==> src/rtl/fifo_dsz_pkg.sv <==
// Shared types and default parameters for the FIFO downsizer.
package fifo_dsz_pkg;

    typedef enum logic {
        LANE_LSB_FIRST = 1'b0,
        LANE_MSB_FIRST = 1'b1
    } lane_order_e;

    localparam int unsigned DEF_WIDTH_OUT = 8;
    localparam int unsigned DEF_RATIO     = 4;
    localparam int unsigned DEF_DEPTH     = 16;
    localparam bit          DEF_LSB_FIRST = 1'b1;
    localparam int unsigned DEF_AF_MARGIN = 2;

    // Index width that stays at least one bit wide for degenerate sizes.
    function automatic int unsigned idx_width(input int unsigned n);
        return (n > 1) ? $clog2(n) : 1;
    endfunction

endpackage

==> src/rtl/fifo_dsz_mem.sv <==
// Word storage for the downsizer: synchronous write, combinational read, no reset.
module fifo_dsz_mem #(
    parameter int unsigned DEPTH = 16,
    parameter int unsigned WIDTH = 35
) (
    input  logic                     clk,
    input  logic                     wr_en_i,
    input  logic [$clog2(DEPTH)-1:0] wr_addr_i,
    input  logic [WIDTH-1:0]         wr_data_i,
    input  logic [$clog2(DEPTH)-1:0] rd_addr_i,
    output logic [WIDTH-1:0]         rd_data_c_o
);

    logic [WIDTH-1:0] mem_q [DEPTH];

    always_ff @(posedge clk) begin
        if (wr_en_i) begin
            mem_q[wr_addr_i] <= wr_data_i;
        end
    end

    assign rd_data_c_o = mem_q[rd_addr_i];

endmodule

==> src/rtl/fifo_downsizer.sv <==
// Wide-to-narrow FIFO: stores input words with a valid lane count and emits
// one WIDTH_OUT lane per accepted read, in configurable lane order.
module fifo_downsizer
    import fifo_dsz_pkg::*;
#(
    parameter int unsigned WIDTH_OUT = DEF_WIDTH_OUT,
    parameter int unsigned RATIO     = DEF_RATIO,
    parameter int unsigned DEPTH     = DEF_DEPTH,
    parameter bit          LSB_FIRST = DEF_LSB_FIRST,
    parameter int unsigned AF_MARGIN = DEF_AF_MARGIN
) (
    input  logic                         clk,
    input  logic                         rst,
    input  logic                         wr_en_i,
    input  logic [RATIO*WIDTH_OUT-1:0]   data_in_i,
    input  logic [$clog2(RATIO):0]       wr_lanes_i,
    input  logic                         rd_en_i,
    input  logic                         flush_i,
    output logic [WIDTH_OUT-1:0]         data_out_o,
    output logic                         dout_valid_o,
    output logic                         full_o,
    output logic                         empty_o,
    output logic                         almost_full_o,
    output logic [$clog2(DEPTH+1)-1:0]   word_count_o,
    output logic                         overflow_o,
    output logic                         underflow_o
);

    localparam int unsigned WIDTH_IN = RATIO * WIDTH_OUT;
    localparam int unsigned LANE_W   = $clog2(RATIO) + 1;
    localparam int unsigned IDX_W    = idx_width(RATIO);
    localparam int unsigned PTR_W    = $clog2(DEPTH);
    localparam int unsigned CNT_W    = $clog2(DEPTH + 1);
    localparam int unsigned AF_TH    = (AF_MARGIN < DEPTH) ? DEPTH - AF_MARGIN : 0;
    localparam lane_order_e ORDER    = LSB_FIRST ? LANE_LSB_FIRST : LANE_MSB_FIRST;

    logic [PTR_W-1:0]     wr_ptr_q, wr_ptr_d;
    logic [PTR_W-1:0]     rd_ptr_q, rd_ptr_d;
    logic [IDX_W-1:0]     lane_idx_q, lane_idx_d;
    logic [CNT_W-1:0]     count_q, count_d;
    logic [WIDTH_OUT-1:0] data_out_q, data_out_d;
    logic                 dout_valid_q, dout_valid_d;
    logic                 full_q, full_d;
    logic                 empty_q, empty_d;
    logic                 af_q, af_d;
    logic                 ovf_q, ovf_d;
    logic                 unf_q, unf_d;

    logic [LANE_W-1:0]    wr_lanes_eff;
    logic [LANE_W-1:0]    head_lanes;
    logic [WIDTH_IN-1:0]  head_data;
    logic [IDX_W-1:0]     lane_sel;
    logic [WIDTH_OUT-1:0] lane_data;
    logic                 wr_acc;
    logic                 rd_acc;
    logic                 retire;

    // Zero or out-of-range lane counts mean a fully populated word.
    always_comb begin
        wr_lanes_eff = wr_lanes_i;
        if ((wr_lanes_i == '0) || (wr_lanes_i > LANE_W'(RATIO))) begin
            wr_lanes_eff = LANE_W'(RATIO);
        end
    end

    assign wr_acc = wr_en_i & ~full_q & ~flush_i;
    assign rd_acc = rd_en_i & ~empty_q & ~flush_i;

    fifo_dsz_mem #(
        .DEPTH (DEPTH),
        .WIDTH (WIDTH_IN + LANE_W)
    ) u_mem (
        .clk         (clk),
        .wr_en_i     (wr_acc),
        .wr_addr_i   (wr_ptr_q),
        .wr_data_i   ({wr_lanes_eff, data_in_i}),
        .rd_addr_i   (rd_ptr_q),
        .rd_data_c_o ({head_lanes, head_data})
    );

    // Valid lanes are always the low lanes; MSB-first walks them downward.
    always_comb begin
        if (ORDER == LANE_LSB_FIRST) begin
            lane_sel = lane_idx_q;
        end else begin
            lane_sel = IDX_W'(head_lanes - LANE_W'(1) - LANE_W'(lane_idx_q));
        end
        lane_data = '0;
        for (int unsigned i = 0; i < RATIO; i++) begin
            if (lane_sel == IDX_W'(i)) begin
                lane_data = head_data[i*WIDTH_OUT +: WIDTH_OUT];
            end
        end
    end

    assign retire = rd_acc && ((LANE_W'(lane_idx_q) + LANE_W'(1)) == head_lanes);

    always_comb begin
        wr_ptr_d     = wr_ptr_q;
        rd_ptr_d     = rd_ptr_q;
        lane_idx_d   = lane_idx_q;
        count_d      = count_q;
        data_out_d   = data_out_q;
        dout_valid_d = rd_acc;
        ovf_d        = ovf_q | (wr_en_i & full_q & ~flush_i);
        unf_d        = unf_q | (rd_en_i & empty_q & ~flush_i);

        if (wr_acc) begin
            wr_ptr_d = wr_ptr_q + PTR_W'(1);
        end
        if (rd_acc) begin
            data_out_d = lane_data;
            if (retire) begin
                rd_ptr_d   = rd_ptr_q + PTR_W'(1);
                lane_idx_d = '0;
            end else begin
                lane_idx_d = lane_idx_q + IDX_W'(1);
            end
        end
        case ({wr_acc, retire})
            2'b10:   count_d = count_q + CNT_W'(1);
            2'b01:   count_d = count_q - CNT_W'(1);
            default: count_d = count_q;
        endcase
        if (flush_i) begin
            wr_ptr_d   = '0;
            rd_ptr_d   = '0;
            lane_idx_d = '0;
            count_d    = '0;
        end

        full_d  = (count_d == CNT_W'(DEPTH));
        empty_d = (count_d == '0);
        af_d    = (count_d >= CNT_W'(AF_TH));
    end

    always_ff @(posedge clk or posedge rst) begin
        if (rst) begin
            wr_ptr_q     <= '0;
            rd_ptr_q     <= '0;
            lane_idx_q   <= '0;
            count_q      <= '0;
            data_out_q   <= '0;
            dout_valid_q <= 1'b0;
            full_q       <= 1'b0;
            empty_q      <= 1'b1;
            af_q         <= 1'b0;
            ovf_q        <= 1'b0;
            unf_q        <= 1'b0;
        end else begin
            wr_ptr_q     <= wr_ptr_d;
            rd_ptr_q     <= rd_ptr_d;
            lane_idx_q   <= lane_idx_d;
            count_q      <= count_d;
            data_out_q   <= data_out_d;
            dout_valid_q <= dout_valid_d;
            full_q       <= full_d;
            empty_q      <= empty_d;
            af_q         <= af_d;
            ovf_q        <= ovf_d;
            unf_q        <= unf_d;
        end
    end

    assign data_out_o    = data_out_q;
    assign dout_valid_o  = dout_valid_q;
    assign full_o        = full_q;
    assign empty_o       = empty_q;
    assign almost_full_o = af_q;
    assign word_count_o  = count_q;
    assign overflow_o    = ovf_q;
    assign underflow_o   = unf_q;

endmodule

==> config.mk <==
export PLATFORM = sky130hd
export DESIGN_NAME = fifo_downsizer
export DESIGN_NICKNAME = d
export VERILOG_FILES = /design/src/rtl/fifo_dsz_pkg.sv /design/src/rtl/fifo_dsz_mem.sv /design/src/rtl/fifo_downsizer.sv
export SDC_FILE = /design/constraint.sdc
export NUM_CORES = 1
export LEC_CHECK = 0
export ABC_AREA = 1
export CORE_UTILIZATION = 66
export CTS_CLUSTER_SIZE = 16
export DETAILED_ROUTE_END_ITERATION = 7
export PLACE_DENSITY = 0.84
export SLEW_MARGIN = 20
export SYNTH_ARGS = -nofsm -noshare
export SYNTH_HDL_FRONTEND = slang
export SYNTH_SLANG_ARGS = --single-unit
==> constraint.sdc <==
create_clock -name clk -period 11.7 [get_ports clk]
set_input_delay 1.755 -clock clk [delete_from_list [all_inputs] [get_ports clk]]
set_output_delay 1.755 -clock clk [all_outputs]
set_load 0.02 [all_outputs]
==> metrics.txt <==
clk_lat worst skew=about 0.59 ns; clock share of power=40.0%; Mean Syn Cell Area=11.7 sq um; final wirelength=approximately 58,000 um; Max-slew headroom=26.0%; fmax=194 MHz; DR vias/cell=6.16; Initial Utilization=67.1%; P&R area growth vs syn=10.1%; CTS root buffer=clkbuf_16; VDD IR-drop max=0.135 mV; final setup vio count=0; status=complete, no violations; Setup Fix Bufs, Post-CTS=0; Die ar.=about 38,000 sq um; internal power component=3.38 mW; Syn Inst Count=2,104; actual slew at the worst max-slew pin=between 1 and 1.5 ns; Clock Path Buffers=3; #FFs+latches synth=slightly below 600; final slew viol count=0; Slowest-stage cell, CP=dfrtp_4; switching part of the total=21.3%; most used cell, CP=nand2_1; PostCTS Resize Cnt=0; fraction of layout cells with a size suffix above 1=roughly 6.8%; Design Area, Final=approximately 27,000 sq um; Ys Warns=0; clk sinks=between 500 and 600; CTS tree=yes; DP Area=25,300 sq um; Die Width=~190 um; Total GRT Usage=31.1%; worst path arrival time=5.67 ns; maxcap violations=0; combinational power share=5.1%; core area=approximately 37,000 sq um; drt first pass iters=6; routed len/inst=22.0 um; Hold Vio Cnt, Final=0; # hold bufs at CTS=0; Worst Hold Path Cells=1; H-tree depth=2; initial antenna violation count=0; RSZ-0062 raised after global routing=false; Overflow after GRT=0; Worst R2R End=full_o$_DFF_PP0_; Worst Setup Path Type=reg2reg; first-pass GRT wire length=89,400 um; initial drt markers=2,131; worst reg-to-reg path cell count=23; Worst setup SP type=flip-flop; Core Util, Final=around three quarters; Final period util=44.1%; FF/Latch Area=between 15,000 and 20,000 sq um; Unique masters post-synth=34; IO buf count=58; Flop pwr share=54.9%; Critical Path, Cell by Cell=clkinv_2 -> buf_4 -> nand3_1 -> nand3_1 -> nand3_1 -> nand2_1 -> nand2_1 -> nand2_1 -> nor2_2 -> nand2_4 -> clkinv_4 -> ha_1 -> xor2_1 -> ha_1 -> inv_1 -> nand2_1 -> nand2_1 -> o21ai_0 -> xor2_1 -> nand2_1 -> nand2_1 -> nand2_1 -> nor2_1; Vias=16,300; crit-path max FO=86; setup tns final=0 ns; Worst Skew=0.0190 ns; HPWL Detailed=30,100 um; Filler cells=2,237; multi-input logic area=5910 sq um; register area share after synthesis=71.5%; switching pwr=0.913 mW; flop2flop setup slack=between 6 and 7 ns; P_leak=about 9.9 nW; Worst EP required=~12 ns; vias in the first global route=16,300; DRC violations left=0; endpoint class of the critical path=flip-flop; n_diodes=0; minimum clock period=5.16 ns; largest net degree at the start of global routing=~150; launching point of the worst reg2reg path=rd_ptr_q[1]$_DFFE_PP0P_; P per Cell Area=159 nW/um^2; CP peak stage delay=1.00 ns; Die Ht=195 um; min-delay worst type=reg2reg; Mapped Area=24,500 sq um; Syn Nets=2,157; Final Wtd Congestion=0.903; Hold EP=underflow_o$_DFF_PP0_; Hold Crit Start=underflow_o$_DFF_PP0_; Final nets=2,180; DRT antenna net count=0; Worst-path clk slew=0.06 ns; I/O pin count=slightly below 60; CTS buffer count=56; row count=70
==> through the flow <==
stage                     instances  power [mW]  setup WS, ns  hold WS, ns
after floorplan                2104        2.51          6.55        0.500
after global placement         2536        2.60          6.80        0.452
after detailed placement       2536        2.61          6.62        0.459
after CTS                      2638        4.30          6.57        0.472
after global routing           2639        4.39          6.21        0.487
final                          2639        4.29          6.54        0.468
==> layout by cell type, fill, tap and decap left out, types with 7 or more instances in the layout <==
| cell | synthesis | routed |
|---|---|---|
| a21oi_1 | 13 | 13 |
| inv_1 | 100 | 98 |
| clkbuf_1 | 30 | 14 |
| o21ai_0 | 155 | 155 |
| clkdlybuf4s50_1 | 0 | 58 |
| clkbuf_16 | 0 | 57 |
| clkinv_1 | 7 | 19 |
| nor2_4 | 1 | 9 |
| nor3_2 | 0 | 7 |
| dfrtp_1 | 28 | 24 |
| nand3_1 | 199 | 199 |
| clkinv_2 | 0 | 12 |
| nand2_1 | 482 | 482 |
| nor2_1 | 291 | 283 |
| o221ai_1 | 24 | 24 |
| buf_4 | 17 | 27 |
| o211ai_1 | 40 | 40 |
| o21ai_1 | 29 | 29 |
| edfxtp_1 | 560 | 560 |
| ha_1 | 13 | 13 |
==> metal layers <==
layer  wire [um]  part of all wire (%)  track usage, %  vias to the layer above
met5           0                     0               0                        -
met4        2420                   4.2            15.3                        0
met3        5670                   9.8            5.21                      186
met2       28800                    50            51.4                     1026
met1       21200                    36            40.3                     7711
li1            -                     -               -                     7338
==> area by class of cell <==
cell class | count | share of cell area [%]
tap | 468 | 2.17
timing repair buffer | 87 | 3.01
clock buffer | 73 | 5.58
multi-input combinational | 1280 | 21.9
sequential | 589 | 65.0
inverter | 113 | 1.61
clock inverter | 29 | 0.787
==> power by group through the flow <==
stage | registers, mW | logic (mW) | clock network (mW)
after global routing | 2.36 | 0.239 | 1.80
final | 2.35 | 0.221 | 1.72
after floorplan | 2.41 | 0.100 | 0
after global placement | 2.40 | 0.208 | 0
after detailed placement | 2.40 | 0.216 | 0
after CTS | 2.35 | 0.218 | 1.73
==> cell usage after synthesis <==
library cell	number	area, sq um
a211oi_1	1	7.51
a21oi_1	13	65.1
a31o_2	2	17.5
buf_1	11	41.3
buf_2	35	175
buf_4	17	128
buf_6	27	304
clkbuf_1	30	113
clkbuf_2	2	10.0
clkinv_1	7	26.3
clkinv_4	1	8.76
dfrtp_1	28	701
dfstp_2	1	26.3
edfxtp_1	560	16800
ha_1	13	163
inv_1	100	375
inv_2	5	18.8
nand2_1	482	1810
nand2_2	3	18.8
nand2_4	1	11.3
nand3_1	199	996
nand3_2	4	40.0
nand4_1	1	6.26
nor2_1	291	1090
nor2_2	1	6.26
nor2_4	1	11.3
nor3_1	11	55.1
o211ai_1	40	300
o21ai_0	155	776
o21ai_1	29	145
o221ai_1	24	210
or2_2	2	12.5
xnor2_1	2	17.5
xor2_1	5	43.8
==> cell families after synthesis <==
kind of cell	Yosys count	share of synthesized area, %
and+or+nand+nor	996	16.5
DFF	589	71.5
AOI/OAI and AO/OA	264	6.20
buffers and inverters	235	4.89
adders and majority gates	13	0.663
xor gates and xnor gates	7	0.250
==> worst max path at each step <==
stage                            start                           end  slack [ns]  depth (start not counted)
3_3_place_gp   rd_ptr_q[0]$_DFFE_PP0P_             empty_o$_DFF_PP1_        6.80                         25
6_report       rd_ptr_q[1]$_DFFE_PP0P_              full_o$_DFF_PP0_        6.54                         23
4_1_cts        rd_ptr_q[0]$_DFFE_PP0P_             empty_o$_DFF_PP1_        6.57                         25
2_1_floorplan                  wr_en_i  u_mem.mem_q[10][0]$_DFFE_PP_        6.55                          6
3_5_place_dp   rd_ptr_q[0]$_DFFE_PP0P_             empty_o$_DFF_PP1_        6.62                         25
5_1_grt        rd_ptr_q[1]$_DFFE_PP0P_             empty_o$_DFF_PP1_        6.21                         24
==> sequential cells by signal (all words and copies together) (netlist names) <==
signal,count
dout_valid_o,1
data_out_o,8
lane_idx_q,2
u_mem.mem_q,560
wr_ptr_q,4
overflow_o,1
empty_o,1
full_o,1
underflow_o,1
rd_ptr_q,4
word_count_o,5
almost_full_o,1
==> worst max-delay path, delay by kind of cell (launching register included) <==
family	cells	cell delay [ns]
flip-flops	1	1.00
adder cells (fa/ha/maj)	2	0.47
AND/OR/NAND/NOR	14	1.40
AO/OA/AOI/OAI	1	0.21
XOR/XNOR	2	0.41
buffers and inverters	4	1.47
(Power assumes the default switching activity.)
